<file path="config.mk">
export PLATFORM = sky130hd
export DESIGN_NAME = multicycle_control
export DESIGN_NICKNAME = d
export VERILOG_FILES = /design/src/rtl/multicycle_control_pkg.sv /design/src/rtl/multicycle_control_alu_decoder.sv /design/src/rtl/multicycle_control.sv
export SDC_FILE = /design/constraint.sdc
export NUM_CORES = 1
export LEC_CHECK = 0
export CAP_MARGIN = 40
export CELL_PAD_IN_SITES_DETAIL_PLACEMENT = 2
export CELL_PAD_IN_SITES_GLOBAL_PLACEMENT = 2
export CORE_MARGIN = 2
export CORE_UTILIZATION = 22
export CTS_BUF_LIST = sky130_fd_sc_hd__clkbuf_8
export DETAILED_ROUTE_END_ITERATION = 7
export GPL_ROUTABILITY_DRIVEN = 0
export GPL_TIMING_DRIVEN = 0
export PLACE_DENSITY_LB_ADDON = 0.1
export SYNTH_ARGS = -nofsm -noshare
export SYNTH_HDL_FRONTEND = slang
export SYNTH_SLANG_ARGS = --single-unit
</file>
<file path="constraint.sdc">
create_clock -name clk -period 2.48 [get_ports clk]
set_input_delay 0.744 -clock clk [delete_from_list [all_inputs] [get_ports clk]]
set_output_delay 0.744 -clock clk [all_outputs]
set_load 0.005 [all_outputs]
</file>
<file path="src/rtl/multicycle_control_pkg.sv">
// Shared encodings for the multicycle control FSM: state codes, opcode/funct
// values, ALU operation codes and datapath mux select codes.
package multicycle_control_pkg;

  typedef enum logic [3:0] {
    ST_RST    = 4'd0,
    ST_FETCH  = 4'd1,
    ST_DECODE = 4'd2,
    ST_MEMADR = 4'd3,
    ST_MEMRD  = 4'd4,
    ST_MEMWB  = 4'd5,
    ST_MEMWR  = 4'd6,
    ST_EXEC   = 4'd7,
    ST_ALUWB  = 4'd8,
    ST_BEQ    = 4'd9,
    ST_ADDIEX = 4'd10,
    ST_ADDIWB = 4'd11,
    ST_JUMP   = 4'd12
  } state_t;

  localparam logic [5:0] OP_RTYPE = 6'b000000;
  localparam logic [5:0] OP_LW    = 6'b100011;
  localparam logic [5:0] OP_SW    = 6'b101011;
  localparam logic [5:0] OP_BEQ   = 6'b000100;
  localparam logic [5:0] OP_ADDI  = 6'b001000;
  localparam logic [5:0] OP_J     = 6'b000010;

  localparam logic [5:0] FUNCT_ADD = 6'b100000;
  localparam logic [5:0] FUNCT_SUB = 6'b100010;
  localparam logic [5:0] FUNCT_AND = 6'b100100;
  localparam logic [5:0] FUNCT_OR  = 6'b100101;
  localparam logic [5:0] FUNCT_SLT = 6'b101010;
  localparam logic [5:0] FUNCT_MUL = 6'b011000;

  localparam logic [2:0] ALU_ADD = 3'b000;
  localparam logic [2:0] ALU_SUB = 3'b001;
  localparam logic [2:0] ALU_AND = 3'b010;
  localparam logic [2:0] ALU_OR  = 3'b011;
  localparam logic [2:0] ALU_SLT = 3'b101;
  localparam logic [2:0] ALU_MUL = 3'b110;

  localparam logic [1:0] ALUOP_ADD   = 2'b00;
  localparam logic [1:0] ALUOP_SUB   = 2'b01;
  localparam logic [1:0] ALUOP_FUNCT = 2'b10;

  localparam logic [1:0] SRC_B_REG    = 2'b00;
  localparam logic [1:0] SRC_B_FOUR   = 2'b01;
  localparam logic [1:0] SRC_B_IMM    = 2'b10;
  localparam logic [1:0] SRC_B_BRANCH = 2'b11;

  localparam logic [1:0] PC_SRC_ALU    = 2'b00;
  localparam logic [1:0] PC_SRC_ALUOUT = 2'b01;
  localparam logic [1:0] PC_SRC_JUMP   = 2'b10;

  // Opcodes the FSM knows how to sequence; everything else raises illegal_op.
  function automatic logic is_supported_op(input logic [5:0] op);
    return (op == OP_LW) || (op == OP_SW) || (op == OP_RTYPE) ||
           (op == OP_BEQ) || (op == OP_ADDI) || (op == OP_J);
  endfunction

endpackage

</file>
<file path="src/rtl/multicycle_control_alu_decoder.sv">
// Combinational ALU decoder: turns the FSM's coarse alu_op plus the R-type
// funct field into the 3-bit alu_control code seen by the ALU.
module multicycle_control_alu_decoder
  import multicycle_control_pkg::*;
(
  input  logic [1:0] alu_op,
  input  logic [5:0] funct,
  output logic [2:0] alu_control
);

  // Unknown funct values fall back to add so the ALU never sees a reserved code.
  always_comb begin
    alu_control = ALU_ADD;
    case (alu_op)
      ALUOP_ADD: alu_control = ALU_ADD;
      ALUOP_SUB: alu_control = ALU_SUB;
      ALUOP_FUNCT: begin
        case (funct)
          FUNCT_ADD: alu_control = ALU_ADD;
          FUNCT_SUB: alu_control = ALU_SUB;
          FUNCT_AND: alu_control = ALU_AND;
          FUNCT_OR:  alu_control = ALU_OR;
          FUNCT_SLT: alu_control = ALU_SLT;
          FUNCT_MUL: alu_control = ALU_MUL;
          default:   alu_control = ALU_ADD;
        endcase
      end
      default: alu_control = ALU_ADD;
    endcase
  end

endmodule

</file>
<file path="src/rtl/multicycle_control.sv">
// Control FSM of the multicycle MIPS-subset core: sequences each instruction
// through its states and drives every datapath mux select and write strobe.
module multicycle_control
  import multicycle_control_pkg::*;
(
  input  logic       clk,
  input  logic       reset_n,
  input  logic [5:0] op,
  input  logic [5:0] funct,
  input  logic       mem_ready,
  output logic       ir_write,
  output logic       pc_write,
  output logic       branch,
  output logic       mem_write,
  output logic       reg_write,
  output logic       ior,
  output logic       mem_to_reg,
  output logic       reg_dst,
  output logic       alu_src_a,
  output logic [1:0] alu_src_b,
  output logic [1:0] pc_src,
  output logic [2:0] alu_control,
  output logic       illegal_op
);

  state_t     state;
  state_t     next_state;
  logic       is_store;
  logic [1:0] alu_op;

  always_ff @(posedge clk or negedge reset_n) begin
    if (!reset_n) state <= ST_RST;
    else          state <= next_state;
  end

  // op is only trusted in DECODE, so MEMADR uses this captured load/store choice.
  always_ff @(posedge clk or negedge reset_n) begin
    if (!reset_n)                 is_store <= 1'b0;
    else if (state == ST_DECODE)  is_store <= (op == OP_SW);
  end

  always_comb begin
    next_state = ST_RST;
    case (state)
      ST_RST:    next_state = ST_FETCH;
      ST_FETCH:  next_state = mem_ready ? ST_DECODE : ST_FETCH;
      ST_DECODE: begin
        case (op)
          OP_LW, OP_SW: next_state = ST_MEMADR;
          OP_RTYPE:     next_state = ST_EXEC;
          OP_BEQ:       next_state = ST_BEQ;
          OP_ADDI:      next_state = ST_ADDIEX;
          OP_J:         next_state = ST_JUMP;
          default:      next_state = ST_FETCH;
        endcase
      end
      ST_MEMADR: next_state = is_store ? ST_MEMWR : ST_MEMRD;
      ST_MEMRD:  next_state = mem_ready ? ST_MEMWB : ST_MEMRD;
      ST_MEMWB:  next_state = ST_FETCH;
      ST_MEMWR:  next_state = mem_ready ? ST_FETCH : ST_MEMWR;
      ST_EXEC:   next_state = ST_ALUWB;
      ST_ALUWB:  next_state = ST_FETCH;
      ST_BEQ:    next_state = ST_FETCH;
      ST_ADDIEX: next_state = ST_ADDIWB;
      ST_ADDIWB: next_state = ST_FETCH;
      ST_JUMP:   next_state = ST_FETCH;
      default:   next_state = ST_RST;
    endcase
  end

  // Outputs follow the state directly so an async reset clears them instantly.
  always_comb begin
    ir_write   = 1'b0;
    pc_write   = 1'b0;
    branch     = 1'b0;
    mem_write  = 1'b0;
    reg_write  = 1'b0;
    ior        = 1'b0;
    mem_to_reg = 1'b0;
    reg_dst    = 1'b0;
    alu_src_a  = 1'b0;
    alu_src_b  = SRC_B_REG;
    pc_src     = PC_SRC_ALU;
    alu_op     = ALUOP_ADD;
    illegal_op = 1'b0;
    case (state)
      ST_FETCH: begin
        alu_src_b = SRC_B_FOUR;
        ir_write  = mem_ready;
        pc_write  = mem_ready;
      end
      ST_DECODE: begin
        alu_src_b  = SRC_B_BRANCH;
        illegal_op = !is_supported_op(op);
      end
      ST_MEMADR: begin
        alu_src_a = 1'b1;
        alu_src_b = SRC_B_IMM;
      end
      ST_MEMRD: ior = 1'b1;
      ST_MEMWB: begin
        reg_write  = 1'b1;
        mem_to_reg = 1'b1;
      end
      ST_MEMWR: begin
        ior       = 1'b1;
        mem_write = 1'b1;
      end
      ST_EXEC: begin
        alu_src_a = 1'b1;
        alu_op    = ALUOP_FUNCT;
      end
      ST_ALUWB: begin
        reg_write = 1'b1;
        reg_dst   = 1'b1;
      end
      ST_BEQ: begin
        alu_src_a = 1'b1;
        alu_op    = ALUOP_SUB;
        pc_src    = PC_SRC_ALUOUT;
        branch    = 1'b1;
      end
      ST_ADDIEX: begin
        alu_src_a = 1'b1;
        alu_src_b = SRC_B_IMM;
      end
      ST_ADDIWB: reg_write = 1'b1;
      ST_JUMP: begin
        pc_src   = PC_SRC_JUMP;
        pc_write = 1'b1;
      end
      default: ;
    endcase
  end

  multicycle_control_alu_decoder u_alu_decoder (
    .alu_op      (alu_op),
    .funct       (funct),
    .alu_control (alu_control)
  );

endmodule
</file>
# Word level (Yosys, flattened, before mapping)
# Index checks and enable logic that the tools add are counted.
dict set report classes {
  bitwise_logic 0
  muxes 21
  eq_ne 24
  order_cmp 0
  n_reduce_logical 14
  n_div 0
  n_shift 0
  n_mul 0
  addsub 0
}
# operator count
set ops {}
lappend ops {{$eq 6x6->1 const B} 6}
lappend ops {{$pmux 4 s8} 1}
lappend ops {{$eq 4x4->1 const B} 5}
lappend ops {{$pmux 4 s5} 1}
lappend ops {{$eq 4x3->1 const B} 4}
lappend ops {{$pmux 3 s5} 1}
lappend ops {{$mux 1} 10}
lappend ops {{$eq 4x2->1 const B} 2}
lappend ops {{$pmux 2 s2} 2}
lappend ops {{$eq 6x2->1 const B} 1}
lappend ops {{$eq 6x3->1 const B} 1}
lappend ops {{$eq 6x4->1 const B} 1}
lappend ops {{$eq 6x5->1 const B} 1}
lappend ops {{$logic_not 6->1} 1}
lappend ops {{$pmux 2 s3} 1}
lappend ops {{$pmux 3 s2} 1}
lappend ops {{$reduce_or 2->1} 3}
lappend ops {{$reduce_or 6->1} 1}
lappend ops {{$logic_or 1x1->1} 5}
lappend ops {{$eq 4x1->1 const B} 1}
lappend ops {{$logic_not 4->1} 1}
lappend ops {{$mux 2} 2}
lappend ops {{$reduce_or 4->1} 1}
lappend ops {{$mux 3} 1}
lappend ops {{other kinds (5)} 5}
dict set report totals {
  elab_cells 61
  inputBits 15
  latchBits 0
  output_inout_bits 17
  ramBits 0
  mem_bits_ro 0
  register_bits 5
  n_memories 0
}

# Logic depth before layout (Yosys ltp)
# Gate-level depths: netlist of run 1.
dict set report logic_depth {
  word_depth 8
  depth_mapped 7
}

# Cells and area by module
# A second synthesis of run 1 with hierarchy kept.
dict set report hier_totals {
  cells_unflattened 92
  hier_area_um2 689.4
}
# module area_each_um2 instances cells_each
set by_module_without_submodules {}
lappend by_module_without_submodules {multicycle_control 554.3 1 73}
lappend by_module_without_submodules {multicycle_control_alu_decoder 135.1 1 19}

# Worst setup path before layout of run 1
# OpenSTA, ideal clock, no wires.
dict set report synth_timing {
  path_kind {register -> output}
  startpoint {reg state[3]}
  endpoint {out alu_control[2]}
  path_stages_with_launch 8
  slack_ns 0.220
  required_time_ns 1.736
  arrival_ns 1.516
  path_buffers 2
  path_cell_list {dfrtp_1 buf_2 buf_4 nand2_1 or2_1 ha_1 nand4b_1 nor2_1}
}
dict set report synth_via {
  elab_chain_len 4
}
# item line
set synth_rtl {}
lappend synth_rtl {{from (decl)} multicycle_control.sv:26} ;# state_t state;
lappend synth_rtl {{from (signal assigned)} multicycle_control.sv:33} ;# else state <= next_state;
lappend synth_rtl {{$eq 4x4->1 / $eq 4x3->1 (equally long branches)} multicycle_control.sv:86} ;# case (state)
lappend synth_rtl {{$pmux 2 s2 (*)} multicycle_control.sv:86}
lappend synth_rtl {{$eq 2x2->1 / $eq 2x1->1 (equally long branches)} multicycle_control_alu_decoder.sv:14} ;# case (alu_op)
lappend synth_rtl {{$pmux 3 s2 (*)} multicycle_control_alu_decoder.sv:14}
lappend synth_rtl {{to (decl)} multicycle_control.sv:22} ;# output logic [2:0] alu_control,
# Mark *: on every way between the ends. The rest lies on a longest branch, timed or not.

# Worst setup path in the final report of run 1
dict set report layout_timing {
  startpoint {in funct[3]}
  endpoint {out alu_control[0]}
}
dict set report layout_via {
  elab_chain_len 3
}
# item line
set layout_rtl {}
lappend layout_rtl {{from (decl)} multicycle_control.sv:9} ;# input logic [5:0] funct,
lappend layout_rtl {{$eq 6x5->1 / $eq 6x6->1 (equally long branches)} multicycle_control_alu_decoder.sv:18} ;# case (funct)
lappend layout_rtl {{$pmux 3 s5 (*)} multicycle_control_alu_decoder.sv:18}
lappend layout_rtl {{$pmux 3 s2 (*)} multicycle_control_alu_decoder.sv:14}
# Marks and branches as above.

==> results of run 1 <==
## cells by family after synthesis
family / count (synthesis) / synth area share
flops: 5 / 0.1812
xor+xnor: 2 / 0.02537
mux: 3 / 0.04529
buf+inv: 10 / 0.08514
simple gates: 48 / 0.3985
compound gates: 22 / 0.2283
fa+ha+maj: 2 / 0.03623
## cells in the final DEF, fill, tap and decap left out, types with 2 or more instances in the layout
master            n
clkbuf_2          2
mux2i_1           2
and3b_1           2
o21ai_1           3
dlygate4sd2_1     6
clkdlybuf4s15_1   2
or2_4             2
clkbuf_8          3
and3_1            2
nor2_4            2
nor2_2            2
xor2_1            2
a21oi_1           5
buf_6             4
inv_1             2
clkdlybuf4s50_1   9
nor3_2            2
dlymetal6s2s_1    2
nor2b_4           3
nand2_1           3
clkdlybuf4s15_2   5
nor3_1            6
a32oi_1           2
buf_2             4
dfrtp_2           4
nor2_1            8
o211ai_1          2
inv_2             2
buf_4            22
nand2b_4          3
## final cells by class
| class | instances | area share |
|---|---|---|
| buffer | 5 | 0.04110 |
| sequential | 5 | 0.09498 |
| tap | 44 | 0.04018 |
| inverter | 4 | 0.01279 |
| multi-input combinational | 77 | 0.4548 |
| timing repair buffer | 52 | 0.3233 |
| clock buffer | 3 | 0.03014 |
| clock inverter | 1 | 0.002740 |
## per-stage QoR
stage          setup WS, ns  setup TNS, ns  instances  utilization  power [mW]
3_3_place_gp        -0.6821         -2.882        167       0.3488      0.6646
2_1_floorplan        0.2197              0         92            -      0.4356
3_5_place_dp        -0.7042         -3.092        167       0.3488      0.6693
6_report           -0.02175       -0.02545        191       0.4525       1.105
4_1_cts            -0.03302       -0.03302        180       0.4141      0.9328
5_1_grt            -0.09213        -0.2572        191       0.4525       1.191
## state kept, by name (all words and copies together) (netlist names)
register / flops
state: 4
is_store: 1
## power breakdown
part           switching (mW)  internal, mW
registers              0.0331         0.111
clock network          0.0415         0.106
logic                   0.366         0.447
## per-layer routing
layer,track usage,part of all wire,up-vias
met4,0.03810,0.018,0
met3,0.02814,0.029,7
met2,0.2981,0.53,28
met1,0.2180,0.42,468
li1,-,-,449
met5,0,0,-
## Yosys cell counts, drive strengths merged (2+ instances only)
library cell,count
nor3b,2
nor3,8
buf,6
o21ai,4
or2,2
a21oi,5
mux2i,2
inv,4
dfrtp,5
a32oi,2
o211ai,2
nand2b,4
nor2b,4
ha,2
nand2,4
and3,3
xor2,2
nor2,12
nor4,2
and3b,2
## worst paths after layout
kind                            startpoint        endpoint  slack [ns]
worst max-delay path              funct[3]  alu_control[0]       -0.02
worst min-delay path              is_store        is_store        0.49
worst max register to register    state[0]        is_store        1.11
worst min register to register    is_store        is_store        0.49
max in group asynchronous          reset_n        state[0]        1.52
min in group asynchronous          reset_n        state[2]        0.75
## what timing repair did
item,CTS,global route
endpoints found under the setup margin,13,9
buffers inserted,9,12
pin swaps,9,9
hold endpoints to repair,0,0
resized for setup,73,22
## critical path: stages
cell           delay [ns]
dlygate4sd2_1        0.28
nor4bb_2             0.30
o211ai_1             0.13
a21oi_1              0.16
buf_2                0.14
==> impl_metrics.env, run 1 <==
export IMPL_syn_area_um2=690.7
export IMPL_period_needed_ns=2.502
export IMPL_synth_edf_count=0
export IMPL_crit_type="in -> out"
export IMPL_die_w_um=60.03
export IMPL_synthCells=92
export IMPL_crit_fanout=4
export IMPL_fmax_ghz=0.3997
export IMPL_cts_sinks=5
export IMPL_synthArstFlopShare=1.000
export IMPL_setup_slack_ns=-0.02175
export IMPL_io_pins=32
export IMPL_fin_crit_sh=1.009
export IMPL_setup_viol=2
export IMPL_avgSynthCellArea_um2=7.507
export IMPL_syn_num_nets=109
export IMPL_hold_violations=0
export IMPL_hold_ws_ns=0.4892
export IMPL_synth_top_area_share=0.1812
export IMPL_final_fill_count=344
export IMPL_die_height_um=60.03
export IMPL_end_kind="primary output"
export IMPL_final_max_slew_violation_count=0
export IMPL_violations="negative setup slack"
export IMPL_wl_mm=3.335
export IMPL_grt_remaining_overflow=0
export IMPL_syn_to_final_growth_pct=98.37
export IMPL_n_antenna_cell=0
export IMPL_numCtsBuffers=3
export IMPL_wl_per_cell_um=17.46
export IMPL_vias=952
export IMPL_start_util=0.2281
export IMPL_grt_usage=0.1707
export IMPL_cap_violations=0
export IMPL_peakVddDrop_v=0.0005812
export IMPL_hold_buffers=0
export IMPL_grt_pass1_vias=893
export IMPL_power_density_nw_per_um2=806.6
export IMPL_antenna_found_initial=0
export IMPL_placed_area_um2=1056
export IMPL_die_area_um2=3604
export IMPL_clockRootBuffer="clkbuf_8"
export IMPL_rr_worst_depth=4
export IMPL_finClkSkew_ns=0.005954
export IMPL_avgViaCountPerCell=4.984
export IMPL_drt_iter0_markers=9
export IMPL_synth_top_cell_by_area="dfrtp_1"
export IMPL_min_path_cells=1
export IMPL_first_pass_iters=4
export IMPL_register_area_um2=130.1
export IMPL_cts_tree="built"
export IMPL_crit_required_ns=1.74
export IMPL_drc=0
export IMPL_cts_buffer_depth=2
export IMPL_portBuffers=31
export IMPL_ys_flop_type="dfrtp_1"
export IMPL_grt_max_degree=11
export IMPL_coreArea_um2=3028
export IMPL_grt_pass1_wl_mm=4.533
export IMPL_min_path_type="reg -> reg"
export IMPL_nets=165
export IMPL_h_tree_depth=1
export IMPL_start_kind="input pin"
export IMPL_yosysSeqAreaShare=0.1812
export IMPL_worst_slew_pin_slew_ns=0.2625
export IMPL_yosysUniqueCellTypes=41
export IMPL_drive_gt1_frac=0.4830
export IMPL_fin_area_um2=1370
export IMPL_status="finished with violations"
export IMPL_clkSlewWorstSetupHoldPaths_ns=0.03
export IMPL_synth_seq_cells=5
export IMPL_arrival_ns=1.76
export IMPL_rsz0062_at_grt="yes"
export IMPL_insertion_delay_ns=0.22
export IMPL_dp_hpwl_mm=1.898
export IMPL_p_leak_nw=0.6181
export IMPL_synth_area_top_cells="dfrtp_1 18%, nor2_1 6.5%, nor3_1 5.1%"
export IMPL_antenna_left=0
export IMPL_ys_warn_count=0
export IMPL_num_rows=20
export IMPL_multi_input_area_um2=623.1
export IMPL_slew_limit_headroom=0.8242
(Power assumes the default switching activity.)
==> inputs of run 2 (changes only) <==
- MAX_ROUTING_LAYER: default -> met4
- SKIP_LAST_GASP: default -> 1
==> impl_metrics.env, run 2 (same netlist as run 1, synthesis figures left out) <==
export IMPL_cts_buffer_depth=2
export IMPL_min_path_type="reg -> reg"
export IMPL_power_density_nw_per_um2=803.8
export IMPL_cap_violations=0
export IMPL_fin_area_um2=1326
export IMPL_power_total_mw=1.066
export IMPL_violations="negative setup slack"
export IMPL_nets=160
export IMPL_die_height_um=60.03
export IMPL_final_max_slew_violation_count=0
export IMPL_peakVddDrop_v=0.0005667
export IMPL_sw_frac_of_total=0.4040
export IMPL_vias=906
export IMPL_insertion_delay_ns=0.23
export IMPL_avgViaCountPerCell=4.871
export IMPL_grt_pass1_vias=883
export IMPL_h_tree_depth=1
export IMPL_period_needed_ns=2.533
export IMPL_cpPeakStageDelay_ns=0.37
export IMPL_grt_remaining_overflow=0
export IMPL_portBuffers=31
export IMPL_final_cell_mix="17 x buf_4, 10 x clkdlybuf4s50_1, 8 x nor2_1"
export IMPL_cts_tree="built"
export IMPL_wl_mm=3.196
export IMPL_dp_slack_ns=-0.7042
export IMPL_drt_iter0_markers=24
export IMPL_numCtsBuffers=3
export IMPL_placed_area_um2=1056
export IMPL_hold_buffers=0
export IMPL_pwr_share_comb=0.726
export IMPL_path_cells="clkdlybuf4s15_1, nor4bb_2, o211ai_1, a21oi_1, buf_2"
export IMPL_clockRootBuffer="clkbuf_8"
export IMPL_grt_usage=0.1706
export IMPL_min_delay_start="is_store"
export IMPL_r2r_start="state[0]"
export IMPL_p_leak_nw=0.5772
export IMPL_io_pins=32
export IMPL_slew_limit_headroom=0.8016
export IMPL_r2r_setup_slack_ns=1.11
export IMPL_clkSlewWorstSetupHoldPaths_ns=0.03
export IMPL_antenna_left=0
export IMPL_syn_to_final_growth_pct=92.03
export IMPL_cts_sinks=5
export IMPL_num_rows=20
export IMPL_wl_per_cell_um=17.18
export IMPL_setup_slack_ns=-0.05265
export IMPL_fmax_ghz=0.3948
export IMPL_placedCellCount=167
export IMPL_top_register="state"
export IMPL_crit_required_ns=1.74
export IMPL_top_regs="state x4, is_store x1"
export IMPL_antenna_found_initial=0
export IMPL_worst_hold_path_endpoint="is_store"
export IMPL_end_kind="primary output"
export IMPL_die_w_um=60.03
export IMPL_grt_max_degree=11
export IMPL_start_util=0.2281
export IMPL_largest_reg_flops=4
export IMPL_rr_worst_depth=4
export IMPL_dp_hpwl_mm=1.898
export IMPL_coreArea_um2=3028
export IMPL_p_clk_frac=0.140
export IMPL_n_antenna_cell=0
export IMPL_start_kind="input pin"
export IMPL_r2r_end="is_store"
export IMPL_netSwitchingPower_mw=0.4307
export IMPL_crit_slowest_cell="nor4bb_2"
export IMPL_first_pass_iters=4
export IMPL_worst_slew_pin_slew_ns=0.2934
export IMPL_crit_fanout=4
export IMPL_arrival_ns=1.79
export IMPL_grt_pass1_wl_mm=4.436
export IMPL_fin_crit_sh=1.021
export IMPL_setup_tns_ns=-0.06569
export IMPL_p_int_mw=0.6353
export IMPL_drive_gt1_frac=0.4507
export IMPL_drc=0
export IMPL_min_path_cells=1
export IMPL_status="finished with violations"
export IMPL_instances_no_fill=186
export IMPL_rsz0062_at_grt="yes"
export IMPL_crit_type="in -> out"
export IMPL_setup_viol=3
export IMPL_finClkSkew_ns=0.005838
export IMPL_seq_power_share=0.134
export IMPL_final_common_cell="buf_4"
export IMPL_hold_violations=0
export IMPL_die_area_um2=3604
## run 2: per-stage QoR
stage | utilization | hold slack [ns]
after CTS | 0.4095 | 0.5005
after global placement | 0.3488 | 0.5015
final | 0.4380 | 0.4908
after floorplan | - | 0.4484
after detailed placement | 0.3488 | 0.4933
after global routing | 0.4380 | 0.5303
## run 2: power groups by stage
stage               logic (mW)  clock network (mW)  registers (mW)
detailed placement       0.520                   0           0.149
global route             0.842               0.162           0.144
finish                   0.774               0.149           0.143
CTS                      0.643               0.150           0.137
global placement         0.518                   0           0.147
floorplan                0.299                   0           0.137
## run 2: worst max-delay path, delay by kind of cell
| family | cells | cell delay, ns |
|---|---|---|
| buffers and inverters | 2 | 0.41 |
| AND/OR/NAND/NOR | 1 | 0.37 |
| AO/OA/AOI/OAI | 2 | 0.26 |
## run 2: worst max-delay path by stage
stage	start	to	slack, ns	depth (start not counted)
floorplan	state[3]	alu_control[2]	0.22	7
global placement	op[3]	illegal_op	-0.68	5
detailed placement	op[3]	illegal_op	-0.70	5
CTS	state[3]	alu_control[2]	-0.06	8
global route	funct[3]	alu_control[0]	-0.1	5
finish	funct[1]	alu_control[0]	-0.05	5
## run 2: routing by layer
| layer | wire length (um) | track usage | vias up |
|---|---|---|---|
| li1 | - | - | 441 |
| met1 | 1370 | 0.2115 | 431 |
| met2 | 1664 | 0.2888 | 28 |
| met3 | 113 | 0.02814 | 6 |
| met4 | 47 | 0.03810 | 0 |
| met5 | 0 | - | - |
## run 2: final cells by class
cell class | count | area [um^2]
repair buffers | 47 | 401.6
well taps | 44 | 55.05
fillers | 351 | 1702
multi-input cells | 77 | 620.6
clock inverters | 1 | 3.754
plain buffers | 5 | 56.30
inverters | 4 | 17.52
clock buffers | 3 | 41.29
flip-flops and latches | 5 | 130.1
## run 2: timing repair
item	in CTS	in global routing
cloned	0	0
gates resized for setup	71	21
pin swaps	9	9
endpoints found under the setup margin	13	9
buffers inserted	9	7
==> edit (config.mk and constraints of run 1) <==
Reset style: synchronous (`reset_n`), changed in 2 clocked blocks. Comments in the files are not updated.
--- a/src/rtl/multicycle_control.sv
+++ b/src/rtl/multicycle_control.sv
@@ -29,5 +29,5 @@
   logic [1:0] alu_op;
 
-  always_ff @(posedge clk or negedge reset_n) begin
+  always_ff @(posedge clk) begin
     if (!reset_n) state <= ST_RST;
     else          state <= next_state;
@@ -35,5 +35,5 @@
 
   // op is only trusted in DECODE, so MEMADR uses this captured load/store choice.
-  always_ff @(posedge clk or negedge reset_n) begin
+  always_ff @(posedge clk) begin
     if (!reset_n)                 is_store <= 1'b0;
     else if (state == ST_DECODE)  is_store <= (op == OP_SW);
Behaviour: differs if reset_n is asserted again (counterexample within 4 cycles, from zero or initial values and one cycle with reset_n low); with reset_n held inactive, the same outputs for 10 cycles.
==> edit against run 1 <==
- clock skew decreased by 0.0054 ns
- routed wire length decreased by 11%
- worst setup slack improved by 0.094 ns
- sequential cell count unchanged
- cell area decreased by 6.0%
- worst hold slack improved by 0.029 ns
- largest cell class unchanged
- synthesized area increased by 1.4%
- non-clock buffer count decreased by 11
Power is not compared: it rests on default switching activity, and its combinational part moved more than twofold at a synthesized area within 25%.
==> edit: results (changes against run 1) <==
[clock_tree]
path_clk_slew_ns=0.03  ; about the same
cts_made_buffers=3  ; unchanged
clock-root-buffer=clkbuf_8
clockBufferDepth=2  ; unchanged
h-tree-depth=1  ; unchanged
clock_latency_ns=0.22  ; about the same

[finish]
antenna_cells=0  ; unchanged
largest_registers=state (4), is_store (1)
nNetsFinal=163  ; -1.2%
fill_cells=347  ; +0.87%
drive_above_1_share_pct=38.9  ; -9.4 points

[sta]
hold_viol=0  ; unchanged
relSlewSlack_pct=80.6  ; -1.8 points
min_period_over_period_pct=97.1  ; -3.8 points
skew_ns=0.000517  ; -0.00544 ns

[setup_path]
reg2reg_depth=4  ; unchanged
crit_family=simple AND/OR/NAND/NOR gates
slowest_stage=dlygate4sd2_1
cpPeakStageDelay_ns=0.26  ; -0.04 ns
r2r_slack_ns=0.86  ; -0.25 ns
arrival_ns=1.66  ; -0.10 ns
critPathMaxFanout=5  ; +1

[power]
ir_drop_mv=0.126
leakage_uw=0.000548

[status]
status=finished clean

[drt]
viasPerCell=4.88  ; -2.1%
detailedRoute.firstIterationViolations=31  ; +22
routed_wl_um=2970  ; -11%
dr.pass1.iters=4  ; unchanged

[global_route]
grt_pass1_vias=1018  ; +14%
antenna_found_initial=0  ; unchanged
grt_usage_pct=17.3  ; +0.18 points
grt_pass1_wl_um=4820  ; +6.4%
grt_max_degree=11  ; unchanged

[synth]
synthArstFlopShare_pct=0  ; -100 points
synth-main-ff-cell=dfxtp_1
synth_nets=119  ; +9.2%
synthTopCellsByArea=dfxtp_1 14%, nand2b_1 6.3%, o21ai_0 5.7%
yosys-top-cells-count=9 x nor2_1, 8 x o21ai_0, 7 x nand2_1, 7 x nand2b_1, 6 x a21oi_1
ys_seq_area_share_pct=14.3  ; -3.8 points
ys_types=44  ; +7.3%
yosys_warnings=0  ; unchanged

[placed_design]
io_buffers=30  ; -3.2%
place_hpwl_um=1930  ; +1.7%
pre_cts_ws_ns=-0.721  ; -0.0171 ns

[worst_hold_path]
min_delay_path_depth=2  ; +1
min_path_type=flip-flop to flip-flop

==> edit: cell count changes after synthesis, moves of 3 or more <==
| cell | before | now |
|---|---|---|
| a211oi_1 | 0 | 3 |
| dfxtp_1 | 0 | 5 |
| inv_1 | 1 | 5 |
| nand2_1 | 4 | 7 |
| o21ai_0 | 2 | 8 |
| dfrtp_1 | 5 | 0 |
| clkbuf_1 | 0 | 3 |
| inv_2 | 3 | 0 |
| nor2_1 | 12 | 9 |
| nand2b_1 | 3 | 7 |
==> edit: kinds of logic after synthesis <==
| kind of cell | after synthesis | share of synthesized area, % |
|---|---|---|
| AOI/OAI and AO/OA | 28 | 25.2 |
| xor gates and xnor gates | 3 | 3.75 |
| adders and majority gates | 4 | 6.79 |
| buffers and inverters | 12 | 8.21 |
| DFF | 5 | 14.3 |
| muxes | 2 | 3.04 |
| and+or+nand+nor | 47 | 38.8 |
==> edit: repair_timing <==
action,4_1_cts,5_1_grt
pin swaps,8,9
resized for setup,83,12
buffers inserted,10,0
setup endpoints to repair,12,6
==> edit: metal layers <==
metal / track usage (%) / share of wire (%) / vias up
met3: 1.07 / 3.8 / 2
met1: 22.7 / 47 / 441
met4: 5.59 / 0.40 / 0
met2: 30.1 / 49 / 24
met5: 0 / 0 / -
li1: - / - / 450
==> edit: through the flow <==
stage / hold WS (ns) / instances / instance area (um^2)
after global routing: 0.582 / 188 / 1290
after detailed placement: 0.503 / 175 / 1060
final: 0.518 / 188 / 1290
after CTS: 0.526 / 189 / 1300
after global placement: 0.489 / 175 / 1060
after floorplan: 0.454 / 101 / 701
==> edit: tightest hold or removal path, delay by kind of cell, from the launching register on <==
family	cells	cell delay (ns)
and+or+nand+nor	1	0.09
DFF	1	0.33
AOI/OAI and AO/OA	1	0.06
==> edit: report_power, final <==
| group | leakage, uW | internal, uW | switching, uW |
|---|---|---|---|
| sequential | 0.0000430 | 84.2 | 6.59 |
| combinational | 0.000478 | 77.8 | 65.8 |
| clock | 0.0000269 | 106 | 39.5 |
| total | 0.000548 | 268 | 112 |
==> edit: path summary, 6_finish.rpt <==
check	start	endpoint
setup / recovery	mem_ready	pc_write
hold / removal	is_store	is_store
setup reg to reg	state[0]	state[3]
hold reg to reg	is_store	is_store
==> edit: area by class of cell <==
cell class / instances / area [um^2] / share of cell area (%)
Timing Repair Buffer: 40 / 324 / 25.2
Sequential cell: 5 / 110 / 8.55
Tap cell: 44 / 55.1 / 4.28
Clock inverter: 1 / 3.75 / 0.292
Multi-Input combinational cell: 84 / 662 / 51.4
Buffer: 6 / 72.6 / 5.64
Clock buffer: 3 / 41.3 / 3.21
Inverter: 5 / 18.8 / 1.46
